`src/rtl/wb_arbiter.sv`:
```
// wb_arbiter: two-master Wishbone arbiter sharing one memory port between the
// icache (I) and dcache (D) controllers. Ties go to the port not served last.
// Optional build macro WB_ARBITER_TIMEOUT_EN adds an 8-bit grant watchdog that
// retries the owning master after 256 cycles without a memory response.
module wb_arbiter (
    input  logic         clk,
    input  logic         rst_n,
    // I-port (icache)
    input  logic [11:0]  ic_adr,
    input  logic         ic_stb,
    input  logic         ic_cyc,
    input  logic         ic_we,
    input  logic [15:0]  ic_sel,
    input  logic [127:0] ic_dat_m,
    output logic [127:0] ic_dat_s,
    output logic         ic_ack,
    output logic         ic_rty,
    // D-port (dcache)
    input  logic [11:0]  dc_adr,
    input  logic         dc_stb,
    input  logic         dc_cyc,
    input  logic         dc_we,
    input  logic [15:0]  dc_sel,
    input  logic [127:0] dc_dat_m,
    output logic [127:0] dc_dat_s,
    output logic         dc_ack,
    output logic         dc_rty,
    // M-port (shared memory)
    output logic [11:0]  mem_adr,
    output logic         mem_stb,
    output logic         mem_cyc,
    output logic         mem_we,
    output logic [15:0]  mem_sel,
    output logic [127:0] mem_dat_m,
    input  logic [127:0] mem_dat_s,
    input  logic         mem_ack,
    input  logic         mem_rty,
    // status
    output logic         gnt_i,
    output logic         gnt_d
);

    localparam int unsigned ADR_W = 12;
    localparam int unsigned SEL_W = 16;
    localparam int unsigned DAT_W = 128;

    typedef enum logic [1:0] {
        IDLE  = 2'd0,
        GNT_I = 2'd1,
        GNT_D = 2'd2
    } state_t;

    localparam logic LAST_I = 1'b0;
    localparam logic LAST_D = 1'b1;

    state_t state;
    logic   last_gnt;
    logic   armed;      // low for the first edge after reset so no grant lands on it
    logic   req_i;
    logic   req_d;
    logic   own_req;
    logic   tmo;

    assign req_i   = ic_stb & ic_cyc;
    assign req_d   = dc_stb & dc_cyc;
    assign gnt_i   = (state == GNT_I);
    assign gnt_d   = (state == GNT_D);
    assign own_req = gnt_i ? req_i : req_d;

`ifdef WB_ARBITER_TIMEOUT_EN
    logic [7:0] tmo_cnt;

    assign tmo = (state != IDLE) && (tmo_cnt == 8'hFF);

    // Watchdog: zero while idle (so it starts at 0 on grant entry), counts grant cycles
    always_ff @(posedge clk or negedge rst_n) begin
        if (!rst_n) begin
            tmo_cnt <= 8'h00;
        end else if (state == IDLE || mem_ack || mem_rty) begin
            tmo_cnt <= 8'h00;
        end else begin
            tmo_cnt <= tmo_cnt + 8'h01;
        end
    end
`else
    assign tmo = 1'b0;
`endif

    // Grant FSM with round-robin tie break; every grant ends through IDLE
    always_ff @(posedge clk or negedge rst_n) begin
        if (!rst_n) begin
            state    <= IDLE;
            last_gnt <= LAST_I;
            armed    <= 1'b0;
        end else begin
            armed <= 1'b1;
            case (state)
                IDLE: begin
                    if (armed) begin
                        if (req_i && req_d) begin
                            state <= (last_gnt == LAST_I) ? GNT_D : GNT_I;
                        end else if (req_i) begin
                            state <= GNT_I;
                        end else if (req_d) begin
                            state <= GNT_D;
                        end
                    end
                end
                GNT_I, GNT_D: begin
                    if (mem_ack || mem_rty || !own_req || tmo) begin
                        state    <= IDLE;
                        last_gnt <= (state == GNT_I) ? LAST_I : LAST_D;
                    end
                end
                default: state <= IDLE;
            endcase
        end
    end

    // Downstream request mux; everything forced to zero while idle
    always_comb begin
        mem_adr   = ADR_W'(0);
        mem_sel   = SEL_W'(0);
        mem_dat_m = DAT_W'(0);
        mem_we    = 1'b0;
        mem_stb   = 1'b0;
        mem_cyc   = 1'b0;
        case (state)
            GNT_I: begin
                mem_adr   = ic_adr;
                mem_sel   = ic_sel;
                mem_dat_m = ic_dat_m;
                mem_we    = ic_we;
                mem_stb   = ic_stb & ~tmo;
                mem_cyc   = ic_cyc & ~tmo;
            end
            GNT_D: begin
                mem_adr   = dc_adr;
                mem_sel   = dc_sel;
                mem_dat_m = dc_dat_m;
                mem_we    = dc_we;
                mem_stb   = dc_stb & ~tmo;
                mem_cyc   = dc_cyc & ~tmo;
            end
            default: ;
        endcase
    end

    // Read data fans out to both masters; only the response strobes are gated
    assign ic_dat_s = mem_dat_s;
    assign dc_dat_s = mem_dat_s;
    assign ic_ack   = mem_ack & gnt_i;
    assign dc_ack   = mem_ack & gnt_d;
    assign ic_rty   = (mem_rty | tmo) & gnt_i;
    assign dc_rty   = (mem_rty | tmo) & gnt_d;

endmodule

```
`config.mk`:
```
export PLATFORM = sky130hd
export DESIGN_NAME = wb_arbiter
export DESIGN_NICKNAME = d
export VERILOG_FILES = /design/src/rtl/wb_arbiter.sv
export SDC_FILE = /design/constraint.sdc
export NUM_CORES = 1
export LEC_CHECK = 0
export CAP_MARGIN = 5
export CORE_AREA = 2 2 343 345
export DETAILED_ROUTE_END_ITERATION = 7
export DIE_AREA = 0 0 345 347
export DONT_BUFFER_PORTS = 1
export GPL_TIMING_DRIVEN = 0
export PLACE_DENSITY = 0.3
export SLEW_MARGIN = 20
export SYNTH_ARGS = -nofsm -noshare
export SYNTH_HDL_FRONTEND = slang
export SYNTH_SLANG_ARGS = --single-unit
```
`constraint.sdc`:
```
create_clock -name clk -period 1.9 [get_ports clk]
set_input_delay 0.095 -clock clk [delete_from_list [all_inputs] [get_ports clk]]
set_output_delay 0.095 -clock clk [all_outputs]
set_load 0.02 [all_outputs]
```
==> results_dict.tcl <==
set metrics [dict create \
    synth_cell_types 21 \
    setup-tns-final_ns -13.59 \
    wl_per_cell_um 27.2 \
    syn_to_final_growth_pct 101 \
    hold_violations 0 \
    hold_ws_ns 0.0483 \
    synth_common_cells "buf_4, a22oi_1, nor2b_1" \
    cts_buffers 3 \
    reg2reg_setup_slack_ns 0.07 \
    min-delay-start "ic_stb" \
    grt.total_usage 0.0917 \
    gp_congestion 1.02 \
    min_path_type "primary input to flop" \
    netlist_top_cells_area "buf_4, a22oi_1, nor2b_1" \
    slowest_delay_ns 0.45 \
    status "complete, but fails checks" \
    ant_nets 0 \
    syn-num-nets 1112 \
    drive_above_1_share 0.885 \
    violations "setup timing" \
    worst_pin_slew_ns 0.613 \
    clock-sinks 4 \
    synthCells 658 \
    cts.reportedPaths.clkPinSlew_ns 0.03 \
    p_leak_nw 3.23 \
    drtIter0Drc 221 \
    initial_core_util 0.0406 \
    worstSetupPathType "flop to primary output" \
    power_frac_comb 0.974 \
    worstPathMaxFanout 6 \
    hpwl_um 53100 \
    synth_top_area_cell "buf_4" \
    die_h_um 347 \
    fmax_mhz 474 \
    cp-start-kind "flop" \
    insertion_delay_ns 0.22 \
    path_common_cell "buf_16" \
    port_buffers 0 \
    die_w_um 345 \
    die-area_mm2 0.120 \
    design.core.area_mm2 0.116 \
    avgSynthCellArea_um2 7.14 \
    grt_pass1_wl_um 68400 \
    drcViolationCount 0 \
    synth_area_mm2 0.00470 \
    rsz0062_at_grt "true" \
    seqPwrFrac 0.008 \
    cts-root-buf "clkbuf_16" \
    fin_nets 1149 \
    pwr-share-clk 0.018 \
    powerDensity_mw_per_mm2 1960 \
    netSwitchingFraction 0.554 \
    crit_chain "inv_4 > ha_4 > buf_12 > buf_16 > buf_16 > a22oi_2 > nor2b_4" \
    critPathLaunch "state[0]" \
    viasPerCell 2.31 \
    rr_startpoint "state[1]" \
    wirelength_um 60500 \
    synthDominantCellAreaShare 0.427 \
    worstPathArrival_ns 2.01 \
    yosys_warnings 0 \
    dr.pass1.iters 4 \
    fin_crit_ns 2.11 \
    fin_crit_sh 1.11 \
    via_count 5130 \
    cp-endpoint "mem_dat_m[64]" \
    ff2ff_path_depth 8 \
    grt_pass1_vias 5054 \
    irDropWorstVdd_mv 1.18 \
    synth_most_common_cell "buf_4" \
    ys_ff_latch 4 \
    grt_max_degree 11 \
    cts_tree "done" \
    worst-path-buf-inv 4 \
    cap_violations 0 \
    crit_family "buffers and inverters" \
    final_max_slew_viol_count 0 \
    reg2reg_to "state[1]" \
    htreeDepth 1 \
    async_flop_share 1.00 \
    setup_violations 128 \
    slew_headroom 0.590 \
    crit_cells 7 \
    worstSetupEndpointType "primary output" \
    worst_slack_ns -0.210 \
    ios 871 \
    p_sw_w 0.0103 \
    antenna_found_initial 11 \
    required_ns 1.80 \
    synth-edff-count 0 \
    grt-ovfl-total 0 \
    yosys_most_used_dff "dfrtp_1" \
    intPower_w 0.00828 \
    slowest_stage "a22oi_2" \
    finalClockSkew_ns 0.00231 \
    final_util 0.0815 \
    cts_buffer_depth 2 \
    row_count 125 \
    ys_seq_area_frac 0.0213 \
]
-- area by class of cell --
class / instances / area (um^2)
well taps: 1524 / 1910
diodes: 8 / 20.0
repair buffers: 36 / 633
clock buffers: 3 / 75.1
inverters: 3 / 13.8
plain buffers: 306 / 2710
fillers: 13400 / 106000
flip-flops and latches: 4 / 101
multi-input cells: 341 / 3980
-- power by group through the flow --
stage	combinational [W]	clock, W	sequential (W)
6_report	0.0181	0.000325	0.000151
5_1_grt	0.0190	0.000339	0.000156
4_1_cts	0.0169	0.000331	0.000139
3_5_place_dp	0.0110	0	0.000131
3_3_place_gp	0.0110	0	0.000134
2_1_floorplan	0.00658	0	0.000124
-- registers in the layout, indices dropped and copies added (netlist names) --
register  cells
armed         1
last_gnt      1
state         2
-- per-stage QoR --
| stage | instance area (um^2) | total power, W | worst slack (ns) | instances |
|---|---|---|---|---|
| finish | 9430 | 0.0185 | -0.210 | 2225 |
| global route | 9430 | 0.0195 | -0.279 | 2224 |
| CTS | 8700 | 0.0174 | -0.279 | 2202 |
| detailed placement | 6620 | 0.0112 | -1.12 | 2182 |
| global placement | 6610 | 0.0111 | -1.17 | 2182 |
| floorplan | 4700 | 0.00671 | 0.179 | 658 |
-- layout by cell type (no fill, tap or decap), drive strengths merged, types with 3 or more instances in the layout --
cell type and count:
a22oi 159, and2 4, buf 322, clkbuf 22, dfrtp 4, diode 8, ha 4, inv 3
mux2i 3, nand2 3, nor2b 159
-- worst reg2reg max path: stages (launching register included) --
cell and delay [ns]:
dfrtp_1 0.42, inv_2 0.13, ha_4 0.23, buf_12 0.13, buf_16 0.14, buf_8 0.14, buf_6 0.12, a32oi_4 0.20
mux2i_1 0.24
-- cells by family (layout without fill, tap and decap cells) --
group           count (synthesis)  in the layout  share of synthesized area
compound gates                165            165                      0.266
fa+ha+maj                       4              4                     0.0107
flops                           4              4                     0.0213
simple gates                  168            168                      0.221
buf+inv                       313            348                      0.473
other cells                     1              9                   0.000798
mux                             3              3                    0.00639
-- routing by layer --
| layer | vias up | part of all wire | global-route usage |
|---|---|---|---|
| li1 | 2091 | - | - |
| met1 | 2482 | 0.44 | 0.122 |
| met5 | - | 0.00025 | 0 |
| met2 | 479 | 0.46 | 0.147 |
| met4 | 2 | 0.035 | 0.0290 |
| met3 | 76 | 0.059 | 0.0188 |
-- repair_timing --
action / 4_1_cts / 5_1_grt
cloned: 9 / 9
endpoints found under the hold margin: 4 / 0
setup buffers: 7 / 12
resized for setup: 457 / 111
hold buffers: 1 / 0
setup endpoints to repair: 164 / 165
pin swaps: 3 / 12
-- worst min-delay path by stage --
| stage | to | slack (ns) | depth (start not counted) |
|---|---|---|---|
| 6_report | state[0] | 0.05 | 2 |
| 5_1_grt | state[0] | 0.06 | 2 |
| 4_1_cts | state[0] | 0.05 | 2 |
| 3_5_place_dp | armed | -0.20 | 0 |
| 3_3_place_gp | last_gnt | -0.20 | 0 |
| 2_1_floorplan | armed | -0.20 | 0 |
No activity file was read; power rests on OpenSTA's default activity.
